$ cat src/rtl/traffic_light_ctrl_pkg.sv
// rtl/traffic_light_ctrl_pkg.sv - state codes, lamp encodings and timing defaults for the intersection controller
package traffic_light_ctrl_pkg;

    typedef enum logic [2:0] {
        MAIN_GRN = 3'd0,
        MAIN_YEL = 3'd1,
        WALK     = 3'd2,
        SIDE_GRN = 3'd3,
        SIDE_YEL = 3'd4
    } state_t;

    // Lamp vectors are {R,Y,G}
    localparam logic [2:0] RED = 3'b100;
    localparam logic [2:0] YEL = 3'b010;
    localparam logic [2:0] GRN = 3'b001;

    localparam int TICK_DIV_DEF = 100_000_000;
    localparam int T_GRN_DEF    = 6;
    localparam int T_EXT_DEF    = 3;
    localparam int T_YEL_DEF    = 2;
    localparam int T_WALK_DEF   = 3;

    function automatic logic [2:0] main_lamp(input state_t s);
        case (s)
            MAIN_GRN: main_lamp = GRN;
            MAIN_YEL: main_lamp = YEL;
            default:  main_lamp = RED;
        endcase
    endfunction

    function automatic logic [2:0] side_lamp(input state_t s);
        case (s)
            SIDE_GRN: side_lamp = GRN;
            SIDE_YEL: side_lamp = YEL;
            default:  side_lamp = RED;
        endcase
    endfunction

    function automatic int max2(input int a, input int b);
        max2 = (a > b) ? a : b;
    endfunction

endpackage

$ cat src/rtl/traffic_light_ctrl_tick_gen.sv
// rtl/traffic_light_ctrl_tick_gen.sv - prescaler producing a one-cycle tick every TICK_DIV clocks
module tick_gen
    import traffic_light_ctrl_pkg::*;
#(
    parameter int TICK_DIV = TICK_DIV_DEF
) (
    input  logic clk,
    input  logic rst,
    input  logic clr,
    output logic tick
);

    localparam int CW = (TICK_DIV > 1) ? $clog2(TICK_DIV) : 1;

    logic [CW-1:0] r_cnt;

    assign tick = (r_cnt == CW'(TICK_DIV - 1));

    always_ff @(posedge clk or posedge rst) begin
        if (rst) begin
            r_cnt <= '0;
        end else if (clr || tick) begin
            r_cnt <= '0;
        end else begin
            r_cnt <= r_cnt + 1'b1;
        end
    end

endmodule

$ cat src/rtl/traffic_light_ctrl.sv
// rtl/traffic_light_ctrl.sv - Moore FSM for main/side street lamps with pedestrian walk phase and green extension
module traffic_light_ctrl
    import traffic_light_ctrl_pkg::*;
#(
    parameter int TICK_DIV = TICK_DIV_DEF,
    parameter int T_GRN    = T_GRN_DEF,
    parameter int T_EXT    = T_EXT_DEF,
    parameter int T_YEL    = T_YEL_DEF,
    parameter int T_WALK   = T_WALK_DEF
) (
    input  logic       clk,
    input  logic       rst,
    input  logic       walk_en,
    input  logic       sensor,
    output logic [2:0] main_lights,
    output logic [2:0] side_lights,
    output logic       walk_lamp,
    output logic [2:0] state_o
);

    localparam int MAX_D = max2(max2(T_GRN + T_EXT, T_YEL), T_WALK);
    localparam int SCW   = (MAX_D > 1) ? $clog2(MAX_D) : 1;

    state_t           r_state;
    state_t           w_next_state;
    logic [SCW-1:0]   r_sec_cnt;
    logic [SCW-1:0]   w_last;
    logic             r_ext_done;
    logic             r_walk_req;
    logic [2:0]       r_main;
    logic [2:0]       r_side;
    logic             r_walk_lamp;
    logic             w_tick;
    logic             w_is_green;
    logic             w_at_end;
    logic             w_extend;
    logic             w_advance;

    // Prescaler restarts on every phase change so each phase is a whole number of seconds
    tick_gen #(.TICK_DIV(TICK_DIV)) u_tick_gen (
        .clk  (clk),
        .rst  (rst),
        .clr  (w_advance),
        .tick (w_tick)
    );

    always_comb begin
        w_next_state = r_state;
        w_is_green   = 1'b0;
        w_last       = SCW'(T_GRN - 1);
        case (r_state)
            MAIN_GRN: begin
                w_is_green   = 1'b1;
                w_last       = r_ext_done ? SCW'(T_GRN + T_EXT - 1) : SCW'(T_GRN - 1);
                w_next_state = MAIN_YEL;
            end
            MAIN_YEL: begin
                w_last       = SCW'(T_YEL - 1);
                w_next_state = r_walk_req ? WALK : SIDE_GRN;
            end
            WALK: begin
                w_last       = SCW'(T_WALK - 1);
                w_next_state = SIDE_GRN;
            end
            SIDE_GRN: begin
                w_is_green   = 1'b1;
                w_last       = r_ext_done ? SCW'(T_GRN + T_EXT - 1) : SCW'(T_GRN - 1);
                w_next_state = SIDE_YEL;
            end
            SIDE_YEL: begin
                w_last       = SCW'(T_YEL - 1);
                w_next_state = MAIN_GRN;
            end
            default: begin
                w_next_state = MAIN_GRN;
            end
        endcase
        w_at_end  = w_tick && (r_sec_cnt == w_last);
        w_extend  = w_at_end && w_is_green && sensor && !r_ext_done;
        w_advance = w_at_end && !w_extend;
    end

    always_ff @(posedge clk or posedge rst) begin
        if (rst) begin
            r_state     <= MAIN_GRN;
            r_sec_cnt   <= '0;
            r_ext_done  <= 1'b0;
            r_walk_req  <= 1'b0;
            r_main      <= GRN;
            r_side      <= RED;
            r_walk_lamp <= 1'b0;
        end else begin
            if (walk_en) begin
                r_walk_req <= 1'b1;
            end
            if (w_advance) begin
                r_state     <= w_next_state;
                r_sec_cnt   <= '0;
                r_ext_done  <= 1'b0;
                r_main      <= main_lamp(w_next_state);
                r_side      <= side_lamp(w_next_state);
                r_walk_lamp <= (w_next_state == WALK);
                // Entering WALK consumes the request, including a press in this same cycle
                if (w_next_state == WALK) begin
                    r_walk_req <= 1'b0;
                end
            end else if (w_tick) begin
                r_sec_cnt <= r_sec_cnt + 1'b1;
                if (w_extend) begin
                    r_ext_done <= 1'b1;
                end
            end
        end
    end

    assign main_lights = r_main;
    assign side_lights = r_side;
    assign walk_lamp   = r_walk_lamp;
    assign state_o     = r_state;

endmodule

$ cat config.mk
export PLATFORM = sky130hd
export DESIGN_NAME = traffic_light_ctrl
export DESIGN_NICKNAME = d
export VERILOG_FILES = /design/src/rtl/traffic_light_ctrl_pkg.sv /design/src/rtl/traffic_light_ctrl_tick_gen.sv /design/src/rtl/traffic_light_ctrl.sv
export SDC_FILE = /design/constraint.sdc
export NUM_CORES = 1
export LEC_CHECK = 0
export BUFFER_PORTS_ARGS = -buffer_cell sky130_fd_sc_hd__buf_2
export CORE_ASPECT_RATIO = 1.5
export CORE_MARGIN = 10
export CORE_UTILIZATION = 38
export DETAILED_ROUTE_END_ITERATION = 10
export HOLD_SLACK_MARGIN = 0.12
export SYNTH_ARGS = -nofsm -noshare
export SYNTH_HDL_FRONTEND = slang
export SYNTH_SLANG_ARGS = --single-unit
$ cat constraint.sdc
create_clock -name clk -period 7.9 [get_ports clk]
set_clock_uncertainty 0.1 [all_clocks]
set_input_delay 0.395 -clock clk [delete_from_list [all_inputs] [get_ports clk]]
set_output_delay 0.395 -clock clk [all_outputs]
set_load 0.02 [all_outputs]
==> key figures <==
Run status
  • Result of the run: finished, final reports clean

Synthesis
  • Largest area contributor in the netlist: dfrtp_1
  • Number of flops mapped to enable cells by yosys: 0
  • Synthesized area: around 2300 um^2
  • Number of synthesized register bits: 43
  • Distinct cells, synth: 49
  • Seq/Total Area, Yosys: 47.0%
  • Average footprint of a synthesized cell: 10.4 um^2
  • Area fraction of the dominant cell type after synthesis: roughly 45%
  • Mapped Nets: 227
  • Share of flip-flops with an asynchronous set or reset after synthesis: 100%
  • Flip-flop cell with the highest count after synthesis: dfrtp_1
  • Cell count after synthesis: approximately 220
  • Ys Warns: 0
  • Area contributors post-synth: dfrtp_1 45%, xnor2_1 5.7%, mux2_2 4.4%

STA
  • Worst Tran Pin Value: 779 ps
  • Final min period: 2720 ps
  • Relative slew slack: 48.0%
  • Setup repair after global routing missed its margin: false
  • Max Freq: 0.367 GHz
  • Final count of pins violating max slew: 0
  • Period Utilization, post-route: 34.5%
  • Final setup TNS: 0 ps
  • Count of final setup violators: 0
  • Final hold viol count: 0
  • Final worst slack: 5180 ps

Detailed routing
  • Remaining number of nets flagged by the antenna check after routing: 0
  • Number of violations reported at the end of detailed-routing iteration 0: 78
  • Post-detailed-route via-to-cell ratio: between 5 and 6
  • Post-route DRC: 0
  • Total iterations of the first detailed-routing run: 6
  • Via count: 1640
  • Final routed wire length divided by cell count: 15.8 um
  • Routed WL: 4.85 mm

Setup path
  • Critical path data required time: 7970 ps
  • Endpoint kind of the worst setup timing path: flip-flop
  • Maximum single-stage delay on the critical path: 720 ps
  • Worst setup path class: flip-flop to flip-flop
  • Type of origin of the critical path: flip-flop
  • Cell with the largest stage delay on the worst path: or4_2
  • Arrival time at the worst endpoint: 2790 ps
  • Critical path peak fanout: 18
  • Cell breakdown of the critical path: or4_2 > nor4_4 > and3_1 > mux2i_1 > o21ai_0

CTS
  • Post-CTS Hold Fix Bufs: 0
  • Root buffer cell: clkbuf_8
  • Post-CTS setup buffer count: 0
  • Clock insertion delay at the later pin of the skew report: 290 ps
  • Clk buf depth: 2
  • Number of clock sinks: 43
  • Register clock-pin slew on the reported worst setup and hold paths: 80 ps
  • Resized cells post-CTS: 0
  • Inserted Clock Buffers: 5
  • Htree depth: 2
  • Clock tree from TritonCTS: built

GRT
  • Global-route total usage across every layer: 9.93%
  • Pin count of the biggest net entering global routing: 44
  • Via count of the first global-routing pass: 1643
  • Antenna violations before repair: 0
  • Grt ovf: 0
  • Wire length of the first global-routing pass: 8.05 mm

Finish
  • Post-layout nets: 240
  • Fill cells: 571
  • Finished layout cell area: 2480 um^2
  • Area growth from synthesis to final layout: 8.23%
  • Share of layout cells above drive strength 1: approximately 18%
  • ANT cells: 0
  • Post-Layout Cell Count: between 300 and 400
  • Core utilization of the finished layout: about 43%

Placed design
  • IO Port Bufs: 13
  • Inst Count DP: 299
  • Last weighted congestion value of the routability-driven placer: 0.808
  • DPL Wire Length: roughly 3.5 mm
  • Area after detailed placement: 2400 um^2
  • Post-placement worst setup slack: 5190 ps

Power and ir drop
  • Power density relative to cell area: 146 nW/um^2
  • Static leakage power: 1.05 nW
  • Worst ir drop on vdd: 0.146 mV

Worst hold path
  • Class of the tightest hold or removal check: input pin to asynchronous set/reset pin

Floorplanning
  • Count of pins on the block boundary: 14
  • Die extent in y: around 120 um
  • Cell Rows: 34
  • Die ar.: between 9000 and 10000 um^2
  • Starting Density: roughly two fifths
  • Chip Width: 83.5 um
  • Core area: 5830 um^2

Run
  • Max-Cap Viols: 0
[power breakdown]
part / internal [mW] / leakage, nW / total, mW / switching, mW
combinational: 0.00145 / 0.454 / 0.00636 / 0.00491
clock: 0.0621 / 0.0422 / 0.135 / 0.0731
sequential: 0.220 / 0.551 / 0.221 / 0.000606
[path summary, 6_finish.rpt]
| check | to | cells after the start | start | slack, ps |
|---|---|---|---|---|
| worst max-delay path | r_sec_cnt[3]$_DFFE_PP0N_ | 5 | u_tick_gen.r_cnt[8]$_DFF_PP0_ | 5180 |
| worst min-delay path | u_tick_gen.r_cnt[14]$_DFF_PP0_ | 3 | rst | 130 |
| worst max register to register | r_sec_cnt[3]$_DFFE_PP0N_ | 5 | u_tick_gen.r_cnt[8]$_DFF_PP0_ | 5180 |
| worst min register to register | u_tick_gen.r_cnt[6]$_DFF_PP0_ | 1 | u_tick_gen.r_cnt[6]$_DFF_PP0_ | 390 |
| max in group asynchronous | r_ext_done$_DFFE_PP0P_ | 3 | rst | 7200 |
| min in group clk | r_walk_req$_DFF_PP0_ | 3 | walk_en | 250 |
[sequential cells by signal (all words and copies together), names as in the netlist]
signal            count
r_ext_done            1
main_lights           3
side_lights           3
walk_lamp             1
state_o               3
r_sec_cnt             4
r_walk_req            1
u_tick_gen.r_cnt     27
[through the flow]
stage	hold WS [ps]	total power, mW
finish	125	0.362
global route	170	0.376
CTS	144	0.367
detailed placement	387	0.232
global placement	386	0.232
floorplan	348	0.229
[layer usage]
layer | global-route usage (%) | part of all wire, %
met1 | 10.5 | 41
met4 | 4.48 | 1.3
met5 | 0 | 0
met3 | 1.77 | 1.5
met2 | 18.6 | 56
[cells in the mapped netlist, drive strengths merged (6+ instances only)]
library cell	count
buf	6
nand2	17
nor3	6
nand4	6
nor4	7
nor2	27
xor2	10
mux2	9
o21ai	7
nand3	13
dfrtp	41
xnor2	15
[cells in the final DEF, fill, tap and decap left out, drive strengths merged, types with 3 or more instances in the layout]
| cell type | instances |
|---|---|
| xor2 | 10 |
| and3 | 4 |
| and4 | 5 |
| nand4 | 6 |
| a2111oi | 4 |
| nand2b | 3 |
| nor4 | 7 |
| buf | 14 |
| xnor2 | 15 |
| nor2 | 27 |
| nor3 | 6 |
| inv | 4 |
| clkbuf | 7 |
| dfrtp | 41 |
| nor4b | 3 |
| nand3 | 13 |
| nand2 | 17 |
| o21ai | 7 |
| mux2 | 9 |
| a211oi | 3 |
[logic make-up after synthesis]
logic type / count (synthesis) / share of synthesized area (%)
XOR/XNOR: 25 / 9.54
adder cells (fa/ha/maj): 2 / 1.09
AND/OR/NAND/NOR: 105 / 26.1
multiplexers: 11 / 5.29
AO/OA/AOI/OAI: 22 / 7.74
flip-flops: 43 / 47.0
buffers and inverters: 13 / 3.22
[critical path: cells and delay by family, from the launching register on]
kind               cells  cell delay, ps
and+or+nand+nor        3            1690
DFF                    1             470
muxes                  1             250
AOI/OAI and AO/OA      1              90
[area by class of cell]
cell class	count	area, um^2	share of cell area (%)
Sequential cell	43	1080	43.4
Clock inverter	1	5.00	0.202
Tap cell	72	90.1	3.63
Timing Repair Buffer	14	72.6	2.92
Inverter	5	18.8	0.756
Clock buffer	7	76.3	3.07
Multi-Input combinational cell	165	1140	46.0
Note: power is estimated with default switching activity, not from simulation.
